### src/rtl/mem_port_arbiter.sv
// Fetch / load-store arbiter in front of one single-ported memory.
// Drives a req/ack handshake and returns registered data plus stalls.
module mem_port_arbiter #(
    parameter int ADDR_WIDTH      = 32,
    parameter int DATA_WIDTH      = 32,
    parameter int MAX_DATA_STREAK = 4,
    parameter int TIMEOUT         = 255
) (
    input  logic                  Clock,
    input  logic                  Reset,
    input  logic                  FetchReq,
    input  logic [ADDR_WIDTH-1:0] FetchAddr,
    output logic                  FetchValid,
    output logic [DATA_WIDTH-1:0] FetchData,
    input  logic                  DataRE,
    input  logic                  DataWE,
    input  logic [ADDR_WIDTH-1:0] DataAddr,
    input  logic [DATA_WIDTH-1:0] DataWriteData,
    input  logic [1:0]            DataSize,
    input  logic                  DataUnsigned,
    output logic                  DataValid,
    output logic [DATA_WIDTH-1:0] DataReadData,
    output logic                  StallFetch,
    output logic                  StallData,
    output logic                  MemReq,
    output logic                  MemWE,
    output logic [ADDR_WIDTH-1:0] MemAddr,
    output logic [DATA_WIDTH-1:0] MemWriteData,
    output logic [1:0]            MemSize,
    output logic                  MemUnsigned,
    input  logic                  MemAck,
    input  logic [DATA_WIDTH-1:0] MemReadData,
    output logic                  Error
);

    localparam int SW = $clog2(MAX_DATA_STREAK + 1);
    localparam int TW = (TIMEOUT > 1) ? $clog2(TIMEOUT + 1) : 1;

    typedef enum logic [2:0] {
        IDLE,
        BUSY_F,
        BUSY_D,
        RESP_F,
        RESP_D
    } state_t;

    state_t                state_q, state_d;
    logic                  we_q, we_d;
    logic [ADDR_WIDTH-1:0] addr_q, addr_d;
    logic [DATA_WIDTH-1:0] wdata_q, wdata_d;
    logic [1:0]            size_q, size_d;
    logic                  uns_q, uns_d;
    logic [DATA_WIDTH-1:0] fdata_q, fdata_d;
    logic [DATA_WIDTH-1:0] ddata_q, ddata_d;
    logic                  error_q, error_d;
    logic [SW-1:0]         streak_q, streak_d;
    logic [TW-1:0]         tmo_q, tmo_d;

    logic data_req;
    logic fetch_forced;
    logic tmo_hit;

    // Request decode and timeout terminal count.
    always_comb begin
        data_req     = DataRE | DataWE;
        fetch_forced = FetchReq && (streak_q == SW'(MAX_DATA_STREAK));
        tmo_hit      = (TIMEOUT > 0) &&
                       (32'(tmo_q) == 32'(TIMEOUT - 1));
    end

    // Next-state, arbitration, capture and counter update.
    always_comb begin
        state_d  = state_q;
        we_d     = we_q;
        addr_d   = addr_q;
        wdata_d  = wdata_q;
        size_d   = size_q;
        uns_d    = uns_q;
        fdata_d  = fdata_q;
        ddata_d  = ddata_q;
        error_d  = error_q;
        streak_d = streak_q;
        tmo_d    = '0;
        case (state_q)
            IDLE: begin
                if (data_req && !fetch_forced) begin
                    state_d = BUSY_D;
                    we_d    = DataWE;
                    addr_d  = DataAddr;
                    wdata_d = DataWriteData;
                    size_d  = DataSize;
                    uns_d   = DataUnsigned;
                    if (!FetchReq) begin
                        streak_d = '0;
                    end else if (streak_q != SW'(MAX_DATA_STREAK)) begin
                        streak_d = streak_q + SW'(1);
                    end
                end else if (FetchReq) begin
                    state_d  = BUSY_F;
                    we_d     = 1'b0;
                    addr_d   = FetchAddr;
                    size_d   = 2'b11;
                    uns_d    = 1'b0;
                    streak_d = '0;
                end
            end
            BUSY_F, BUSY_D: begin
                if (MemAck) begin
                    state_d = (state_q == BUSY_F) ? RESP_F : RESP_D;
                    if (state_q == BUSY_F) begin
                        fdata_d = MemReadData;
                    end else if (!we_q) begin
                        ddata_d = MemReadData;
                    end
                end else if (tmo_hit) begin
                    state_d = (state_q == BUSY_F) ? RESP_F : RESP_D;
                    error_d = 1'b1;
                end else begin
                    tmo_d = tmo_q + TW'(1);
                end
            end
            RESP_F, RESP_D: begin
                state_d = IDLE;
            end
            default: begin
                state_d = IDLE;
            end
        endcase
    end

    // State and datapath registers, cleared asynchronously.
    always_ff @(posedge Clock or posedge Reset) begin
        if (Reset) begin
            state_q  <= IDLE;
            we_q     <= 1'b0;
            addr_q   <= '0;
            wdata_q  <= '0;
            size_q   <= '0;
            uns_q    <= 1'b0;
            fdata_q  <= '0;
            ddata_q  <= '0;
            error_q  <= 1'b0;
            streak_q <= '0;
            tmo_q    <= '0;
        end else begin
            state_q  <= state_d;
            we_q     <= we_d;
            addr_q   <= addr_d;
            wdata_q  <= wdata_d;
            size_q   <= size_d;
            uns_q    <= uns_d;
            fdata_q  <= fdata_d;
            ddata_q  <= ddata_d;
            error_q  <= error_d;
            streak_q <= streak_d;
            tmo_q    <= tmo_d;
        end
    end

    // Outputs decoded from state and registers; stalls follow requests.
    always_comb begin
        MemReq       = (state_q == BUSY_F) || (state_q == BUSY_D);
        FetchValid   = (state_q == RESP_F);
        DataValid    = (state_q == RESP_D);
        MemWE        = we_q;
        MemAddr      = addr_q;
        MemWriteData = wdata_q;
        MemSize      = size_q;
        MemUnsigned  = uns_q;
        FetchData    = fdata_q;
        DataReadData = ddata_q;
        Error        = error_q;
        StallFetch   = FetchReq & ~FetchValid;
        StallData    = (DataRE | DataWE) & ~DataValid;
    end

endmodule

### config.mk
export PLATFORM = sky130hd
export DESIGN_NAME = mem_port_arbiter
export DESIGN_NICKNAME = d
export VERILOG_FILES = /design/src/rtl/mem_port_arbiter.sv
export SDC_FILE = /design/constraint.sdc
export NUM_CORES = 1
export LEC_CHECK = 0
export CAP_MARGIN = 0
export CORE_UTILIZATION = 43
export DETAILED_ROUTE_END_ITERATION = 6
export PLACE_DENSITY = 0.91
export SKIP_LAST_GASP = 1
export SYNTH_ARGS = -nofsm -noshare
export SYNTH_HDL_FRONTEND = slang
export SYNTH_SLANG_ARGS = --single-unit
### constraint.sdc
create_clock -name Clock -period 14.3 [get_ports Clock]
set_clock_uncertainty 0.15 [all_clocks]
set_input_delay 2.145 -clock Clock [delete_from_list [all_inputs] [get_ports Clock]]
set_output_delay 2.145 -clock Clock [all_outputs]
set_load 0.02 [all_outputs]
## Word-level counts from Yosys, hierarchy flattened

Cells that the tools add are included.
W data, S select, Z words.

| cells by class | value |
|---|---|
| eq/ne operators | 10 |
| muxes and demuxes | 20 |
| bitwise operators | 8 |
| reductions and logical operators | 14 |
| $add $sub $neg | 2 |

Operators by type and width:

| cell | count |
|---|---|
| $mux W32 | 2 |
| $mux W3 | 9 |
| $mux W8 | 3 |
| $ne A3 B3 Y1 const B | 3 |
| $reduce_and A3 Y1 | 3 |
| $add A8 B1 Y8 const B | 1 |
| $eq A8 B8 Y1 const B | 1 |
| $eq A3 B2 Y1 const B | 2 |
| $eq A3 B3 Y1 const B | 2 |
| $pmux W3 S2 | 1 |
| $reduce_and A2 Y1 | 3 |
| $not A1 Y1 | 5 |
| $mux W2 | 2 |
| $reduce_and A4 Y1 | 1 |
| $add A3 B1 Y3 const B | 1 |
| $eq A3 B1 Y1 const B | 1 |
| $logic_not A3 Y1 | 1 |
| $mux W1 | 3 |
| $ne A3 B2 Y1 const B | 1 |
| $and A1 B1 Y1 | 2 |
| $logic_and A1 B1 Y1 | 2 |
| $reduce_bool A2 Y1 | 1 |
| $reduce_or A2 Y1 | 1 |
| $logic_not A1 Y1 | 1 |
| other kinds (2) | 2 |

| word-level totals | value |
|---|---|
| bits in registers | 147 |
| output and inout bits | 138 |
| word-level logic and storage cells | 65 |
| bits of input ports | 137 |

## Depth between registers and ports, before layout

Gate-level depths: netlist (run 1).

| logic depth | value |
|---|---|
| depth in word-level cells | 6 |
| gate-level depth with buffers | 7 |
| gate-level depth less buffers | 5 |

## Worst setup path before layout (run 1)

No wires, ideal clock.

| timing path | value |
|---|---|
| path kind | in2out |
| start point | input DataWE |
| end point | output StallData |
| buffers on the path | 1 |
| arrival time | 2,773 ps |
| path slack | 9,232 ps |
| stages on the path | 3 |
| required time | 12,005 ps |
| cell sequence | nor2_1 -> clkbuf_1 -> nor2_1 |

| on the way | value |
|---|---|
| longest elaborated chain between the ends | 2 |

Ends and longest elaborated chain:

| what | line | source |
|---|---|---|
| from (decl) | 16 | `input logic DataWE,` |
| $or A1 B1 Y1 | 174 | `StallData = (DataRE \| DataWE) & ~DataValid;` |
| $and A1 B1 Y1 | 174 |  |
| to (decl) | 24 | `output logic StallData,` |

No other way between the ends.

## Worst setup path after layout (run 1)

Same ends and word-level chain as after synthesis.

==> results of run 1 <==
==> power groups by stage <==
stage	logic, mW	registers [mW]	clock network (mW)
3_5_place_dp	1.14	0.738	0
4_1_cts	1.15	0.736	0.447
3_3_place_gp	1.11	0.726	0
2_1_floorplan	0.433	0.941	0
5_1_grt	1.20	0.759	0.467
6_report	1.14	0.735	0.439
==> worst register-to-register path, cell delays in order (launching register included) <==
cell,delay (ns)
dfrtp_1,0.51
nor3_4,0.20
buf_4,0.38
and3_2,0.26
buf_4,0.50
mux2_1,0.43
==> registers in the layout, indices dropped and copies added, names as in the netlist <==
signal,count
DataReadData,32
MemUnsigned,1
state_q,3
MemSize,2
MemWriteData,32
FetchData,32
tmo_q,8
MemAddr,32
streak_q,3
MemWE,1
Error,1
==> cell type report <==
type                    count  area (um2)  share of cell area
repair buffers            280        2790               0.282
well taps                 184         230              0.0233
clock inverters            11         135              0.0137
inverters                   6        27.5             0.00278
multi-input cells         301        2580               0.261
flip-flops and latches    147        3680               0.372
clock buffers              21         450              0.0456
==> cell families (layout without fill, tap and decap cells) <==
logic type	Yosys count	in the layout	synth area share
flip-flops	147	147	0.565
AO/OA/AOI/OAI	119	119	0.132
multiplexers	96	96	0.182
AND/OR/NAND/NOR	78	78	0.0669
buffers and inverters	45	318	0.0404
adder cells (fa/ha/maj)	4	4	0.00769
XOR/XNOR	4	4	0.00538
==> how the worst max path moves through the flow <==
stage / start / endpoint / slack [ns] / cells past startpoint
after global routing: DataWE / StallData / 7.60 / 4
final: DataWE / StallData / 7.74 / 4
after floorplan: Reset / DataReadData[0] / 8.05 / 1
after CTS: DataWE / StallData / 7.75 / 4
after detailed placement: DataWE / StallData / 7.78 / 4
after global placement: DataWE / StallData / 7.86 / 4
==> per-layer routing <==
metal	vias to the layer above	share of wire
li1	2320	-
met1	2536	0.38
met2	250	0.52
met3	45	0.074
met4	0	0.033
met5	-	0
==> per-stage QoR <==
step           hold slack [ns]  instances
2_1_floorplan            0.343        493
3_3_place_gp             0.312        918
3_5_place_dp             0.321        918
4_1_cts                  0.335        950
5_1_grt                  0.364        950
6_report                 0.340        950
==> placed cells by master, fill, tap and decap left out, types with 5 or more instances in the layout <==
cell | synthesis | final
nand3_1 | 38 | 38
a21oi_1 | 36 | 36
nor3_1 | 6 | 6
clkbuf_16 | 0 | 17
mux2_1 | 36 | 36
o21ai_0 | 37 | 37
nor2_1 | 6 | 5
mux2_2 | 32 | 32
dfrtp_1 | 147 | 147
mux2_4 | 28 | 28
inv_1 | 6 | 5
clkinv_2 | 0 | 6
clkdlybuf4s50_1 | 0 | 274
a31oi_2 | 29 | 29
nand2_1 | 7 | 7
buf_4 | 2 | 6
==> out/metrics.yaml, run 1 <==
path_class: "primary input to primary output"
whs_endpoint: "Error"
power.density_nw_per_um2: 234
power.leakage_nw: 4.05
end_kind: "primary output"
antenna_found_initial: 0
cp.required_ns: 12.01
p_sw_frac: 0.363
ys_warn_count: 0
grt.total_usage: 0.234
dieHeight_um: 125
power.internal_mw: 1.47
power_mw: 2.31
viasPerCell: 5.42
dr_total_vias: 5151
startpoint_type: "primary input"
violations: "DRC"
fin_nets: 894
ys_ff_latch: 147
finalSetupTns_ns: 0
drt-wirelength-per-cell_um: 18.8
port_buffers: 274
synth_edf_count: 0
overflow: 0
async_flop_share: 1.00
cp_common_cell: "clkdlybuf4s50_1"
finalSetupViolCount: 0
htreeDepth: 4
ir_worst_vdd_mv: 0.104
postCtsSetupBuffers: 0
drc: 47
fmax_mhz: 152
cpMaxStageDelayCell: "nor2_2"
maxCapViolCount: 0
drtAntennaViolNets: 0
p_clk_frac: 0.190
die-area_um2: 15600
slew_viol_final: 0
gp_congestion: 0.808
fp.coreArea_um2: 14600
seqPwrFrac: 0.318
preCtsSetupSlack_ns: 7.78
r2r_cells: 5
clock_latency_ns: 0.41
pin_count: 275
ys_top_cells_by_count: "dfrtp_1, nand3_1, o21ai_0, a21oi_1, mux2_1"
yosysMostFrequentCell: "dfrtp_1"
synth_top_cells_by_area: "dfrtp_1, mux2_4, mux2_1"
antenna_cells: 0
met1_usage: 0.258
ys_seq_area_frac: 0.565
cts_made_buffers: 17
met2_usage: 0.419
cp_top_family: "buffers and inverters"
tightest_slew_ns: 1.20
min_path_type: "flop to flop"
synth.distinct_cells: 46
dieWidth_um: 125
critPathBufInv: 2
rows: 44
final_cell_area_um2: 9890
ys.flop_type: "dfrtp_1"
cts_root_buf: "clkbuf_16"
syn_to_final_growth_pct: 51.9
synth_area_um2: 6510
finalWirelength_um: 17800
finalCritPeriodShare: 0.459
syn_nets: 634
r2r_start: "state_q[1]"
grt_pass1_wl_um: 28800
start_util: 0.445
cts_resized: 0
worstHoldStart: "Error"
gr-max-usage-layer: "met2"
first_iter_violations: 377
clkTransAtPathRegs_ns: 0.06
switchingPower_mw: 0.839
cts_hold_buf: 0
drive_above_1_share: 0.172
slew_headroom: 0.199
dr.pass1.iters: 7
rsz0062_at_grt: "false"
reg2reg_to: "MemWriteData[30]"
grt_pass1_vias: 5522
fillers: 991
cts_tree: "built"
use_met3: 0.0668
hold_violations: 0
crit_fanout: 34
min_path_cells: 2
layout_min_cycle_time_ns: 6.56
synth_top_area_cell: "dfrtp_1"
arrival_ns: 4.27
p_comb_frac: 0.492
grt_max_degree: 76
syn_inst: 493
yosysTopAreaCellShare: 0.565
status: "finished, violations left"
path_cells: "clkdlybuf4s50_1, nor2_2, nor2_1, clkdlybuf4s50_1"
cts.sinks: 147
r2r_slack_ns: 11.75
layout_setup_ws_ns: 7.74
dp_hpwl_um: 12700
cpPeakStageDelay_ns: 0.92
cts_buffer_depth: 2
final_core_util: 0.675
syn_area_per_cell_um2: 13.2
place_area_um2: 9300
(Power assumes the default switching activity.)
==> run 2: changes to the inputs <==
--- a/config.mk
+++ b/config.mk
@@ -6,9 +6,9 @@
 export NUM_CORES = 1
 export LEC_CHECK = 0
 export CAP_MARGIN = 0
-export CORE_UTILIZATION = 43
+export CORE_UTILIZATION = 39
 export DETAILED_ROUTE_END_ITERATION = 6
-export PLACE_DENSITY = 0.91
+export PLACE_DENSITY = 0.87
 export SKIP_LAST_GASP = 1
 export SYNTH_ARGS = -nofsm -noshare
 export SYNTH_HDL_FRONTEND = slang
==> constraint.sdc (replaced) <==
create_clock -name Clock -period 5.5 [get_ports Clock]
set_clock_uncertainty 0.15 [all_clocks]
set_input_delay 0.825 -clock Clock [delete_from_list [all_inputs] [get_ports Clock]]
set_output_delay 0.825 -clock Clock [all_outputs]
set_load 0.02 [all_outputs]
==> out/metrics.yaml, run 2 (synthesized netlist as in run 1, its figures left out) <==
fp.coreArea_um2: 16100  # +10%
status: "completed"
pin_count: 275  # unchanged
cts.sinks: 147  # unchanged
fin_cells: 985  # +3.7%
path_cells: "clkdlybuf4s50_1, nor2_2, nor2_1, clkdlybuf4s50_1"
dieHeight_um: 131  # +4.9%
rsz0062_at_grt: "false"
finalSetupTns_ns: 0  # unchanged
min_path_type: "flop to flop"
crit_path_start: "DataWE"
cp.required_ns: 4.53  # -7.48 ns
cpMaxStageDelayCell: "clkdlybuf4s50_1"
clkTransAtPathRegs_ns: 0.06  # about the same
overflow: 0  # unchanged
hold_violations: 0  # unchanged
drive_above_1_share: 0.179  # +0.00713
cp.depth: 4  # unchanged
fillers: 1270  # +28%
cp_common_cell: "clkdlybuf4s50_1"
antenna_cells: 0  # unchanged
drtAntennaViolNets: 0  # unchanged
critPathBufInv: 2  # unchanged
placedCellCount: 953  # +3.8%
dp_hpwl_um: 12400  # -1.9%
drc: 0  # -100%
antenna_found_initial: 0  # unchanged
path_class: "primary input to primary output"
power.density_nw_per_um2: 605  # +160%
reg2reg_to: "MemWriteData[29]"
fmax_mhz: 307
postCtsSetupBuffers: 0  # unchanged
port_buffers: 274  # unchanged
gp_congestion: 0.798  # -1.3%
cts_tree: "built"
met3_length_um: 1060  # -20%
dr.pass1.iters: 4  # -3
ir_worst_vdd_mv: 0.253  # +140%
slew_viol_final: 0  # unchanged
grt_pass1_wl_um: 28600  # -0.79%
cp_top_family: "buffers and inverters"
cts_root_buf: "clkbuf_16"
dieWidth_um: 131  # +4.9%
drt-wirelength-per-cell_um: 18.0  # -3.9%
r2r_start: "state_q[1]"
regArea_um2: 3680  # unchanged
first_iter_violations: 217  # -42%
start_util: 0.404  # -0.0406
power.leakage_nw: 4.07  # +0.46%
place_area_um2: 9370  # +0.67%
finalSetupViolCount: 0  # unchanged
cts_buffer_depth: 2  # unchanged
layout_commonest_cell: "clkdlybuf4s50_1"
cts_hold_buf: 0  # unchanged
multiInputGateArea_um2: 2580  # unchanged
arrival_ns: 2.28  # -1.99 ns
r2r_cells: 5  # unchanged
dr_total_vias: 5077  # -1.4%
endpoint: "StallData"
finalWirelength_um: 17800  # -0.31%
maxCapViolCount: 0  # unchanged
startpoint_type: "primary input"
cpPeakStageDelay_ns: 0.63  # -0.29 ns
grt.total_usage: 0.212  # -0.0220
die-area_um2: 17200  # +10%
final_cell_mix: "clkdlybuf4s50_1, dfrtp_1, nand3_1, o21ai_0"
htreeDepth: 4  # unchanged
layout_min_cycle_time_ns: 3.26
m1WireLength_um: 7240  # +7.8%
grt_max_degree: 116  # +53%
routed-wl-met2_um: 8970  # -2.4%
crit_fanout: 5  # -85%
tightest_slew_ns: 1.09  # -0.115 ns
syn_to_final_growth_pct: 53.2
cts_made_buffers: 17  # unchanged
grt_pass1_vias: 5257  # -4.8%
top_layer: "met4"
end_kind: "primary output"
cts_resized: 0  # unchanged
rows: 46  # +4.5%
clock_latency_ns: 0.42  # about the same
final_cell_area_um2: 9970  # +0.87%
r2r_slack_ns: 2.60  # -9.15 ns
fin_nets: 897  # +0.34%
slew_headroom: 0.276  # +0.0766
finalCritPeriodShare: 0.592
viasPerCell: 5.15  # -4.9%
-- run 2: cell count changes in the layout (fill, tap and decap cells not counted) --
cell,change
clkinv_8,+1
inv_6,+5
clkinv_2,-6
clkbuf_1,-3
buf_4,+3
bufinv_16,-1
clkinv_4,+4
-- run 2: final cells by class --
cell class,count,area share
timing repair buffer,283,0.282
inverter,6,0.00276
multi-input combinational,301,0.259
clock buffer,18,0.0440
sequential,147,0.369
tap,216,0.0271
clock inverter,14,0.0171
-- run 2: power by group --
| group | leakage (nW) | total (mW) | internal [mW] | switching [mW] |
|---|---|---|---|---|
| Sequential | 1.76 | 1.89 | 1.59 | 0.303 |
| Clock | 0.291 | 1.18 | 0.694 | 0.486 |
| Combinational | 2.02 | 2.96 | 1.52 | 1.45 |
-- run 2: metrics by stage --
step | power [mW] | hold slack, ns | utilization | setup slack [ns]
6_report | 6.04 | 0.322 | 0.619 | 2.24
5_1_grt | 6.33 | 0.349 | 0.619 | 2.20
4_1_cts | 6.09 | 0.328 | 0.619 | 2.22
3_5_place_dp | 4.89 | 0.313 | 0.581 | 2.21
3_3_place_gp | 4.80 | 0.297 | 0.581 | 2.25
2_1_floorplan | 3.57 | 0.343 | - | 0.574
-- run 2: routing by layer --
metal / GRT usage / vias up
met4: 0.0928 / 0
met5: 0 / -
li1: - / 2334
met2: 0.360 / 218
met1: 0.255 / 2484
met3: 0.0544 / 41
-- run 2: how the worst min path moves through the flow --
stage / start / endpoint / slack (ns) / depth (start not counted)
after floorplan: streak_q[1] / streak_q[1] / 0.34 / 2
after global placement: Error / Error / 0.30 / 2
after global routing: Error / Error / 0.35 / 2
after CTS: Error / Error / 0.33 / 2
after detailed placement: Error / Error / 0.31 / 2
final: Error / Error / 0.32 / 2
-- run 2: worst reg2reg max path, stage by stage, from the launching register on --
cell and delay (ns):
dfrtp_1 0.52, nor3_4 0.21, buf_4 0.38, and3_2 0.76
buf_4 0.40, mux2_1 0.35
==> run 3: changes to the inputs <==
==> constraint.sdc (replaced) <==
create_clock -name Clock -period 2.97 [get_ports Clock]
set_clock_uncertainty 0.15 [all_clocks]
set_input_delay 0.4455 -clock Clock [delete_from_list [all_inputs] [get_ports Clock]]
set_output_delay 0.4455 -clock Clock [all_outputs]
set_load 0.02 [all_outputs]
==> out/metrics.yaml, run 3 (synthesized netlist as in run 1, its figures left out) <==
cts_root_buf: "clkbuf_16"
antenna_cells: 0  # unchanged
cts_buffer_depth: 2  # unchanged
status: "completed"
seqPwrFrac: 0.314  # about the same
cts_hold_buf: 0  # unchanged
maxCapViolCount: 0  # unchanged
antenna_found_initial: 0  # unchanged
power.internal_mw: 7.09  # +87%
start_util: 0.404  # unchanged
slew_headroom: 0.616  # +0.340
first_iter_violations: 269  # +24%
p_clk_frac: 0.196  # about the same
worstHoldStart: "Error"
port_buffers: 274  # unchanged
arrival_ns: 2.00  # -0.28 ns
dieWidth_um: 131  # unchanged
drive_above_1_share: 0.182  # +0.00213
grt.total_usage: 0.209  # -0.00346
placedCellCount: 955  # +0.21%
grt_max_degree: 79  # -32%
finalCritPeriodShare: 0.875
finalWirelength_um: 17100  # -3.6%
grt_pass1_vias: 5332  # +1.4%
rows: 46  # unchanged
clock_latency_ns: 0.42  # about the same
slew_viol_final: 0  # unchanged
startpoint_type: "flop"
finalSetupViolCount: 0  # unchanged
rsz0062_at_grt: "false"
drtAntennaViolNets: 0  # unchanged
fin_nets: 899  # +0.22%
final_cell_mix: "clkdlybuf4s50_1, dfrtp_1, nand3_1, o21ai_0"
reg2reg_to: "MemWriteData[28]"
r2r_start: "state_q[1]"
finalSetupTns_ns: 0  # unchanged
viasPerCell: 5.11  # -0.77%
power.leakage_nw: 4.09  # +0.43%
crit_fanout: 9  # +4
r2r_slack_ns: 0.87  # -1.73 ns
crit_path_start: "state_q[1]"
pin_count: 275  # unchanged
layout_min_cycle_time_ns: 2.60
fmax_mhz: 385
fp.coreArea_um2: 16100  # unchanged
dieHeight_um: 131  # unchanged
dr_total_vias: 5048  # -0.57%
htreeDepth: 4  # unchanged
clkTransAtPathRegs_ns: 0.07  # about the same
dr.pass1.iters: 4  # unchanged
drc: 0  # unchanged
switchingPower_mw: 4.05  # +81%
final_core_util: 0.622  # +0.00326
min_path_cells: 2  # unchanged
whs_endpoint: "Error"
overflow: 0  # unchanged
cts_resized: 0  # unchanged
end_kind: "primary output"
gp_congestion: 0.781  # -2.1%
drt-wirelength-per-cell_um: 17.4  # -3.8%
syn_to_final_growth_pct: 54.0
r2r_cells: 4  # -1
p_comb_frac: 0.490  # about the same
dp_hpwl_um: 11900  # -4.5%
fin_cells: 987  # +0.20%
cp.required_ns: 2.37  # -2.16 ns
min_path_type: "flop to flop"
tightest_slew_ns: 0.577  # -0.510 ns
ir_worst_vdd_mv: 0.762  # +200%
layout_commonest_cell: "clkdlybuf4s50_1"
grt_pass1_wl_um: 28400  # -0.77%
power.density_nw_per_um2: 1110  # +84%
path_class: "flop to primary output"
cts_made_buffers: 17  # unchanged
p_sw_frac: 0.364  # -0.00696
cts.sinks: 147  # unchanged
die-area_um2: 17200  # unchanged
postCtsSetupBuffers: 0  # unchanged
hold_violations: 0  # unchanged
cts_tree: "built"
[run 3: cell types whose count changed in the layout (fill, tap and decap cells not counted), sizes merged]
cell      change
clkinvlp      +2
buf           +2
inv           -2
clkbuf        +2
clkinv        -2
[run 3: final cells by class]
| cell class | instances | area [um2] |
|---|---|---|
| Fill cell | 1238 | 6090 |
| Clock buffer | 20 | 467 |
| Multi-Input combinational cell | 301 | 2580 |
| Clock inverter | 12 | 144 |
| Inverter | 6 | 26.3 |
| Timing Repair Buffer | 285 | 2860 |
| Tap cell | 216 | 270 |
| Sequential cell | 147 | 3680 |
[run 3: how the worst max path moves through the flow]
stage,endpoint,slack [ns],cells after the start
after global placement,StallFetch,0.50,3
after global routing,StallData,0.27,4
final,StallData,0.37,4
after CTS,StallFetch,0.33,3
after floorplan,DataReadData[0],0.53,1
after detailed placement,StallFetch,0.48,3
[run 3: power groups by stage]
stage | registers (mW) | clock network (mW) | logic [mW]
finish | 3.50 | 2.18 | 5.46
global route | 3.62 | 2.33 | 5.77
CTS | 3.51 | 2.23 | 5.53
detailed placement | 3.53 | 0 | 5.51
global placement | 3.47 | 0 | 5.43
floorplan | 4.53 | 0 | 2.09
[run 3: layer usage]
layer  global-route usage  vias up  wire, um
met2                0.359      193      8750
met1                0.240     2490      6850
met5                    0        -         0
met4               0.0954        0       554
met3               0.0602       38       980
li1                     -     2327         -
[run 3: stage by stage]
stage | setup WS (ns) | hold WS, ns | area [um2] | total power, mW
5_1_grt | 0.266 | 0.336 | 10000 | 11.7
4_1_cts | 0.333 | 0.326 | 10000 | 11.3
2_1_floorplan | 0.527 | 0.343 | 6510 | 6.62
3_3_place_gp | 0.501 | 0.301 | 9420 | 8.90
3_5_place_dp | 0.480 | 0.309 | 9420 | 9.03
6_report | 0.372 | 0.323 | 10000 | 11.1
[run 3: critical path: stages, from the launching register on]
cell	delay, ns
dfrtp_1	0.58
nor2_1	0.09
and2_1	0.21
nor2_1	0.10
clkdlybuf4s50_1	0.60
